===== config.mk =====
export PLATFORM = sky130hd
export DESIGN_NAME = operand_fetch
export DESIGN_NICKNAME = d
export VERILOG_FILES = /design/src/rtl/operand_fetch_pkg.sv /design/src/rtl/operand_fetch_scoreboard.sv /design/src/rtl/operand_fetch.sv
export SDC_FILE = /design/constraint.sdc
export NUM_CORES = 1
export LEC_CHECK = 0
export ABC_AREA = 1
export CORE_MARGIN = 3
export CORE_UTILIZATION = 40
export DETAILED_ROUTE_END_ITERATION = 12
export PLACE_DENSITY = 0.72
export SYNTH_ARGS = -nofsm -noshare
export SYNTH_HDL_FRONTEND = slang
export SYNTH_SLANG_ARGS = --single-unit

===== constraint.sdc =====
create_clock -name clk -period 4.2 [get_ports clk]
set_input_delay 0.42 -clock clk [delete_from_list [all_inputs] [get_ports clk]]
set_output_delay 0.42 -clock clk [all_outputs]
set_load 0.05 [all_outputs]

===== src/rtl/operand_fetch_pkg.sv =====
// operand_fetch_pkg: widths and operand-bundle layout shared by the
// operand fetch stage, the register file and the execute stage.
//   DATAW        operand / writeback data width
//   NREGS, REGW  architectural register count and index width
//   of_bundle_t  operand bundle handed from fetch to execute
package operand_fetch_pkg;

    localparam int DATAW = 32;
    localparam int NREGS = 8;
    localparam int REGW  = $clog2(NREGS);

    typedef logic [REGW-1:0]  reg_idx_t;
    typedef logic [DATAW-1:0] data_t;

    typedef struct packed {
        data_t    a;    // source operand 1
        data_t    b;    // source operand 2
        reg_idx_t dst;  // destination register
        logic     wb;   // instruction writes dst
    } of_bundle_t;

endpackage


===== src/rtl/operand_fetch_scoreboard.sv =====
// of_scoreboard: one busy bit per architectural register, tracking
// writes that have issued but not yet written back.
//   clk, rst            clock, synchronous active-high reset
//   src1_i, src2_i      source indices of the candidate instruction
//   dst_i, wb_i         destination index and write flag of the candidate
//   issue_i             candidate is accepted this cycle
//   we_i, w_i           snooped regfile writeback enable / index
//   hazard_o            candidate must stall (RAW on a source or WAW on dst)
//   busy_o              current busy bits
module of_scoreboard
    import operand_fetch_pkg::*;
#(
    parameter int NREGS = operand_fetch_pkg::NREGS,
    parameter int REGW  = $clog2(NREGS)
) (
    input  logic             clk,
    input  logic             rst,
    input  logic [REGW-1:0]  src1_i,
    input  logic [REGW-1:0]  src2_i,
    input  logic [REGW-1:0]  dst_i,
    input  logic             wb_i,
    input  logic             issue_i,
    input  logic             we_i,
    input  logic [REGW-1:0]  w_i,
    output logic             hazard_o,
    output logic [NREGS-1:0] busy_o
);

    logic [NREGS-1:0] busy_q, busy_d;
    logic             rdy1, rdy2, waw;

    // A source whose value is arriving on the write port this cycle is
    // usable through the bypass, so it does not stall.
    assign rdy1 = !busy_q[src1_i] || (we_i && (w_i == src1_i));
    assign rdy2 = !busy_q[src2_i] || (we_i && (w_i == src2_i));
    // WAW looks only at the registered bit: a same-cycle writeback of dst
    // still stalls, so the older write cannot clear the newer busy bit.
    assign waw  = wb_i && busy_q[dst_i];

    assign hazard_o = !rdy1 || !rdy2 || waw;
    assign busy_o   = busy_q;

    // Clear first, then set, so a set wins when both hit one register.
    // Clearing an already-idle bit is harmless.
    always_comb begin
        busy_d = busy_q;
        if (we_i)
            busy_d[w_i] = 1'b0;
        if (issue_i && wb_i)
            busy_d[dst_i] = 1'b1;
    end

    always_ff @(posedge clk) begin
        if (rst)
            busy_q <= '0;
        else
            busy_q <= busy_d;
    end

endmodule


===== src/rtl/operand_fetch.sv =====
// operand_fetch: reads source operands (with writeback bypass), stalls on
// register hazards via of_scoreboard, and holds one operand bundle in an
// output register with a valid/ready handshake.
//   clk, rst                 clock, synchronous active-high reset
//   iv, iready               upstream instruction handshake
//   isrc1, isrc2, idst, iwb  instruction register fields
//   r1, r2 / out1, out2      regfile read address / combinational read data
//   in, w, we                snooped regfile write port
//   ov, oready               downstream bundle handshake
//   oa, ob, odst, owb        registered operand bundle
//   stallcnt                 saturating count of hazard-stall cycles
// DATAW and NREGS must match operand_fetch_pkg, whose bundle layout is used.
module operand_fetch
    import operand_fetch_pkg::*;
#(
    parameter int DATAW = operand_fetch_pkg::DATAW,
    parameter int NREGS = operand_fetch_pkg::NREGS,
    parameter int REGW  = $clog2(NREGS)
) (
    input  logic             clk,
    input  logic             rst,
    input  logic             iv,
    output logic             iready,
    input  logic [REGW-1:0]  isrc1,
    input  logic [REGW-1:0]  isrc2,
    input  logic [REGW-1:0]  idst,
    input  logic             iwb,
    output logic [REGW-1:0]  r1,
    output logic [REGW-1:0]  r2,
    input  logic [DATAW-1:0] out1,
    input  logic [DATAW-1:0] out2,
    input  logic [DATAW-1:0] in,
    input  logic [REGW-1:0]  w,
    input  logic             we,
    output logic             ov,
    input  logic             oready,
    output logic [DATAW-1:0] oa,
    output logic [DATAW-1:0] ob,
    output logic [REGW-1:0]  odst,
    output logic             owb,
    output logic [15:0]      stallcnt
);

    logic             hazard, accept;
    logic [NREGS-1:0] busy;
    of_bundle_t       bundle_q, bundle_d;
    logic             ov_q, ov_d;
    logic [15:0]      stall_q, stall_d;

    assign r1 = isrc1;
    assign r2 = isrc2;

    of_scoreboard #(.NREGS(NREGS), .REGW(REGW)) u_sb (
        .clk      (clk),
        .rst      (rst),
        .src1_i   (isrc1),
        .src2_i   (isrc2),
        .dst_i    (idst),
        .wb_i     (iwb),
        .issue_i  (accept),
        .we_i     (we),
        .w_i      (w),
        .hazard_o (hazard),
        .busy_o   (busy)
    );

    // Output slot is free when empty or being drained this cycle.
    assign iready = !rst && !hazard && (!ov_q || oready);
    assign accept = iv && iready;

    always_comb begin
        bundle_d = bundle_q;
        ov_d     = ov_q;
        if (accept) begin
            ov_d         = 1'b1;
            bundle_d.a   = (we && (w == isrc1)) ? in : out1;
            bundle_d.b   = (we && (w == isrc2)) ? in : out2;
            bundle_d.dst = idst;
            bundle_d.wb  = iwb;
        end else if (oready) begin
            ov_d = 1'b0;
        end
        stall_d = stall_q;
        if (iv && hazard && (stall_q != 16'hFFFF))
            stall_d = stall_q + 16'd1;
    end

    always_ff @(posedge clk) begin
        if (rst) begin
            bundle_q <= '0;
            ov_q     <= 1'b0;
            stall_q  <= '0;
        end else begin
            bundle_q <= bundle_d;
            ov_q     <= ov_d;
            stall_q  <= stall_d;
        end
    end

    assign ov       = ov_q;
    assign oa       = bundle_q.a;
    assign ob       = bundle_q.b;
    assign odst     = bundle_q.dst;
    assign owb      = bundle_q.wb;
    assign stallcnt = stall_q;

endmodule

==> results.ini, run 1 <==
[timing]
slew_violations=0
timing.fmax_ghz=0.297
setup_viol_count_final=0
maxSlewHeadroom=0.246
finalCriticalPeriod_ns=3.36
final.setup.tns_ns=0
worstMarginPinSlew_ns=1.13
min_period_over_period=0.801
hold_violations=0
rsz0062_at_grt=false
fin_skew_ns=0.00945

[power_and_ir_drop]
switchingPower_w=0.000731
clkPwrFrac=0.344
pwr-share-comb=0.258
p_sw_frac=0.305
seqPwrFrac=0.398
powerDensity_mw_per_mm2=333
irDropWorstVdd_v=0.000224
p_int_w=0.00166
p_leak_nw=2.95

[worst_hold_path]
holdPathStages=2
hp-class=flop to flop
hold_path_startpoint=oa[8]

[clock_tree]
cts_tree=yes
cts_buffers=9
cts_max_level=3
cts_resized=0
insertion_delay_ns=0.34
clock_path_buffers=2
clk_pin_slew_worst_paths_ns=0.06
cts_setup_buffers=0
cts_hold_buf=0
clock-sinks=93
cts_root_buffer=clkbuf_16

[die]
io-pin-count=206
floorplan.die.width_um=117
initial_utilization=0.421
die_area_mm2=0.0137
core_mm2=0.0117
die_h_um=117
row_count=39

[yosys]
ys_warn_count=0
ys_ff_latch=93
syn_inst=759
synth.distinct_cells=29
ys_seq_area_frac=0.378
syn-num-nets=874
syn_area_mm2=0.00493
avgSynthCellArea_um2=6.49

[route]
wl_mm=15.4
vias=5313
drtAntennaViolNets=0
drt_iter0_drc=410
first_pass_iters=4
via_per_inst=4.94
drc_errors=0
routedWlPerCell_um=14.3

[setup_path]
rr_worst_depth=7
start_kind=primary input
reg2reg_from=stallcnt[0]
cp-end-kind=output port
cp_max_fo=16
critPathArrivalTime_ns=2.94
worstPathRequired_ns=3.78
rrSetupSlack_ns=1.62
worstSetupStartpoint=idst[0]
crit_type=primary input to output port

[layout]
diodes=0
post-route-cell-area_mm2=0.00720
final_common_cell=clkdlybuf4s50_1
synthToLayoutAreaGrowth_pct=46.1
final_cell_mix=205 x clkdlybuf4s50_1, 146 x nand2_1, 143 x nor2_1
drive_above_1_share=0.0332
layout.nets=1044
fillCellCount=1159

[global_routing]
grt_max_degree=73
antenna_found_initial=0
grt_pass1_vias=4830
gr-total-overflow=0
grt_use_total=0.223
grt_pass1_wl_mm=24.0

[placement]
placement.io_buffers=205
dp_hpwl_mm=11.1
gp_congestion=0.884
dpl_cell_area_mm2=0.00690

[flow_run]
maxCapViolCount=0

[run_status]
outcome=finished clean

flip-flops by register name (all words and copies together) (netlist names):
register and flops:
ov 1, oa 32, stallcnt 16, odst 3
u_sb.busy_o 8, ob 32, owb 1
through the flow:
stage | utilization | hold WS, ns | total power (W) | std cells | setup slack, ns
finish | 0.615 | 0.479 | 0.00239 | 1076 | 0.836
global route | 0.615 | 0.500 | 0.00251 | 1076 | 0.625
CTS | 0.615 | 0.486 | 0.00242 | 1076 | 0.853
detailed placement | 0.590 | 0.472 | 0.00159 | 1061 | 0.861
global placement | 0.590 | 0.460 | 0.00159 | 1061 | 0.873
floorplan | - | 0.461 | 0.00135 | 759 | 2.08
final timing paths:
path,end
worst min register to register,oa[8]
worst max register to register,stallcnt[0]
worst min-delay path,oa[8]
worst max-delay path,iready
cell type report:
class,instances,area (um2),area share
clock buffers,14,264,0.0367
well taps,143,179,0.0249
flip-flops and latches,93,1860,0.259
inverters,72,273,0.0379
clock inverters,1,30.0,0.00417
repair buffers,210,2090,0.290
multi-input cells,543,2500,0.347
power groups by stage:
stage                     logic (W)  clock network [W]  registers (W)
after global routing       0.000671           0.000882       0.000958
after CTS                  0.000622           0.000845       0.000953
after global placement     0.000621                  0       0.000970
after floorplan            0.000223                  0        0.00113
final                      0.000618           0.000823       0.000953
after detailed placement   0.000620                  0       0.000972
cell families after synthesis:
family          share of synthesized area
xor+xnor                           0.0213
flops                               0.378
buf+inv                             0.117
simple gates                        0.309
compound gates                      0.173
fa+ha+maj                         0.00254
critical path, stage by stage:
cell,delay [ns]
clkdlybuf4s50_1,0.69
inv_4,0.10
nand2_1,0.07
nand2_1,0.05
nand2_1,0.05
nand2_1,0.05
nand2_1,0.05
nand2_1,0.06
nand2_2,0.07
nand3_4,0.23
nor2_8,0.25
clkdlybuf4s50_1,0.84
layer usage:
layer | track usage | routed length [um] | share of wire
met1 | 0.268 | 6470 | 0.42
met4 | 0.0833 | 336 | 0.022
met2 | 0.348 | 6950 | 0.45
met3 | 0.107 | 1670 | 0.11
met5 | 0 | 0 | 0
Yosys cell counts:
cell,count,share of area
clkbuf_1,23,0.018
nand3_4,1,0.0036
nand3_1,25,0.025
o21ai_0,109,0.11
nor2_1,143,0.11
nand2_1,148,0.11
nand2_4,1,0.0023
inv_1,68,0.052
buf_1,3,0.0023
nor3_1,11,0.011
nor3b_1,1,0.0015
o21ai_1,37,0.038
nor3_2,2,0.0041
nand2_2,1,0.0013
inv_2,3,0.0023
xnor2_1,2,0.0036
nor4_1,1,0.0013
dfxtp_1,93,0.38
ha_1,1,0.0025
nand4_1,23,0.029
buf_6,9,0.021
nor2_8,1,0.0041
nand3_2,1,0.0020
inv_4,1,0.0013
buf_2,7,0.0071
and3_1,1,0.0013
xor2_1,10,0.018
a21oi_1,24,0.024
buf_4,9,0.014
(Power assumes the default switching activity.)
==> inputs of run 2 (changes only) <==
- CORE_UTILIZATION: 40 -> 39
- PLACE_DENSITY: 0.72 -> 0.73
- clock period: 4.2 -> 2.8 ns (I/O delays scaled with it)
==> results.ini, run 2 (same netlist as run 1, synthesis figures left out) <==
[layout]
layout.nets=1050  ; +0.57%
drive_above_1_share=0.0437  ; +0.0104
post-route-cell-area_mm2=0.00729  ; +1.3%
fillCellCount=1171  ; +1.0%
ff_latch_area_mm2=0.00186  ; unchanged
diodes=0  ; unchanged
multi_input_area_mm2=0.00250  ; unchanged
synthToLayoutAreaGrowth_pct=48.0
final_cell_mix=204 x clkdlybuf4s50_1, 146 x nand2_1, 143 x nor2_1
final_common_cell=clkdlybuf4s50_1

[global_routing]
gr-total-overflow=0  ; unchanged
grt_pass1_vias=4969  ; +2.9%
grt_max_degree=65  ; -11%
grt_use_total=0.214  ; -0.00892
grt_pass1_wl_mm=24.6  ; +2.3%
antenna_found_initial=0  ; unchanged

[placement]
placement.io_buffers=205  ; unchanged
gp_congestion=0.910  ; +2.9%
pre_cts_ws_ns=0.163  ; -0.697 ns
dp_hpwl_mm=11.3  ; +1.3%
dpl_cell_area_mm2=0.00702  ; +1.6%

[timing]
final.setup.tns_ns=0  ; unchanged
min_period_over_period=0.865
finalCriticalPeriod_ns=2.42
timing.fmax_ghz=0.413
hold_violations=0  ; unchanged
fin_skew_ns=0.00529  ; -0.00416 ns
slew_violations=0  ; unchanged
rsz0062_at_grt=false
worstMarginPinSlew_ns=0.628  ; -0.503 ns
fin_ws_ns=0.378  ; -0.458 ns
fin_hold_ws_ns=0.480  ; +0.00133 ns
maxSlewHeadroom=0.580  ; +0.334
setup_viol_count_final=0  ; unchanged

[route]
routedWlPerCell_um=13.8  ; -3.5%
drt_iter0_drc=535  ; +30%
drtAntennaViolNets=0  ; unchanged
first_pass_iters=4  ; unchanged
wl_mm=15.3  ; -0.71%
via_per_inst=4.82  ; -2.4%
drc_errors=0  ; unchanged
vias=5336  ; +0.43%

[clock_tree]
cts_resized=0  ; unchanged
cts_max_level=3  ; unchanged
cts_root_buffer=clkbuf_16
cts_hold_buf=0  ; unchanged
insertion_delay_ns=0.35  ; about the same
cts_tree=yes
clock_path_buffers=2  ; unchanged
clock-sinks=93  ; unchanged
cts_buffers=9  ; unchanged
cts_setup_buffers=0  ; unchanged
clk_pin_slew_worst_paths_ns=0.07  ; about the same

[die]
initial_utilization=0.405  ; -0.0156
floorplan.die.width_um=118  ; +1.2%
die_area_mm2=0.0140  ; +2.4%
die_h_um=118  ; +1.2%
io-pin-count=206  ; unchanged
row_count=40  ; +2.6%
core_mm2=0.0122  ; +3.8%

[power_and_ir_drop]
irDropWorstVdd_v=0.000325  ; +45%
p_leak_nw=2.98  ; +1.1%
powerDensity_mw_per_mm2=484  ; +46%
total_power_w=0.00353  ; +47%

[setup_path]
rr_worst_depth=9  ; +2
critPathArrivalTime_ns=2.14  ; -0.80 ns
worstPathRequired_ns=2.52  ; -1.26 ns
r2r_end=stallcnt[15]
endpoint=iready
reg2reg_from=stallcnt[0]
rrSetupSlack_ns=0.75  ; -0.87 ns
start_kind=primary input
cp-end-kind=output port
cp_max_fo=16  ; unchanged
crit_type=primary input to output port
worstSetupStartpoint=idst[0]

[worst_hold_path]
hp-class=flop to flop

[run_status]
outcome=finished clean

[flow_run]
maxCapViolCount=0  ; unchanged

[run 2: cell types whose count changed in the layout (fill, tap and decap cells not counted)]
cell | before | now
inv_6 | 0 | 2
bufinv_16 | 1 | 0
clkinv_2 | 0 | 2
clkbuf_1 | 3 | 0
clkbuf_8 | 2 | 1
buf_12 | 0 | 3
clkdlybuf4s50_1 | 205 | 204
buf_4 | 5 | 9
clkinvlp_4 | 0 | 1
[run 2: worst max-delay path, cell delays in order]
cell,delay [ns]
clkdlybuf4s50_1,0.70
inv_4,0.10
nand2_1,0.07
nand2_1,0.05
nand2_1,0.05
nand2_1,0.06
nand2_1,0.05
nand2_1,0.06
nand2_2,0.07
nand3_4,0.21
nor2_8,0.26
buf_12,0.17
[run 2: cell type report]
type | count | share of cell area
clock buffers | 10 | 0.0328
clock inverters | 5 | 0.00481
inverters | 72 | 0.0374
multi-input cells | 543 | 0.343
flip-flops and latches | 93 | 0.255
well taps | 168 | 0.0288
repair buffers | 216 | 0.298
[run 2: power breakdown]
group          leakage [nW]  internal, W  switching, W  total (W)
combinational          2.09     0.000375      0.000568   0.000943
clock                 0.135     0.000625      0.000532    0.00116
sequential            0.757      0.00139     0.0000393    0.00143
total                  2.98      0.00239       0.00114    0.00353
[run 2: worst min-delay path by stage]
stage	startpoint	endpoint	slack (ns)	depth (start not counted)
final	ob[9]	ob[9]	0.48	2
after global routing	ob[2]	ob[2]	0.50	2
after CTS	ob[9]	ob[9]	0.49	2
after detailed placement	ob[9]	ob[9]	0.47	2
after global placement	ob[14]	ob[14]	0.46	2
after floorplan	rst	u_sb.busy_o[7]	0.35	1
[run 2: per-layer routing]
metal  vias to the layer above  global-route usage  part of all wire
met2                       199               0.361              0.47
met1                      2325               0.246              0.41
li1                       2785                   -                 -
met4                         0              0.0637             0.020
met5                         -                   0                 0
met3                        27              0.0933              0.10
[run 2: through the flow]
step | utilization | instances
after floorplan | - | 759
after global placement | 0.577 | 1092
after detailed placement | 0.577 | 1092
after CTS | 0.599 | 1107
after global routing | 0.599 | 1107
final | 0.599 | 1107
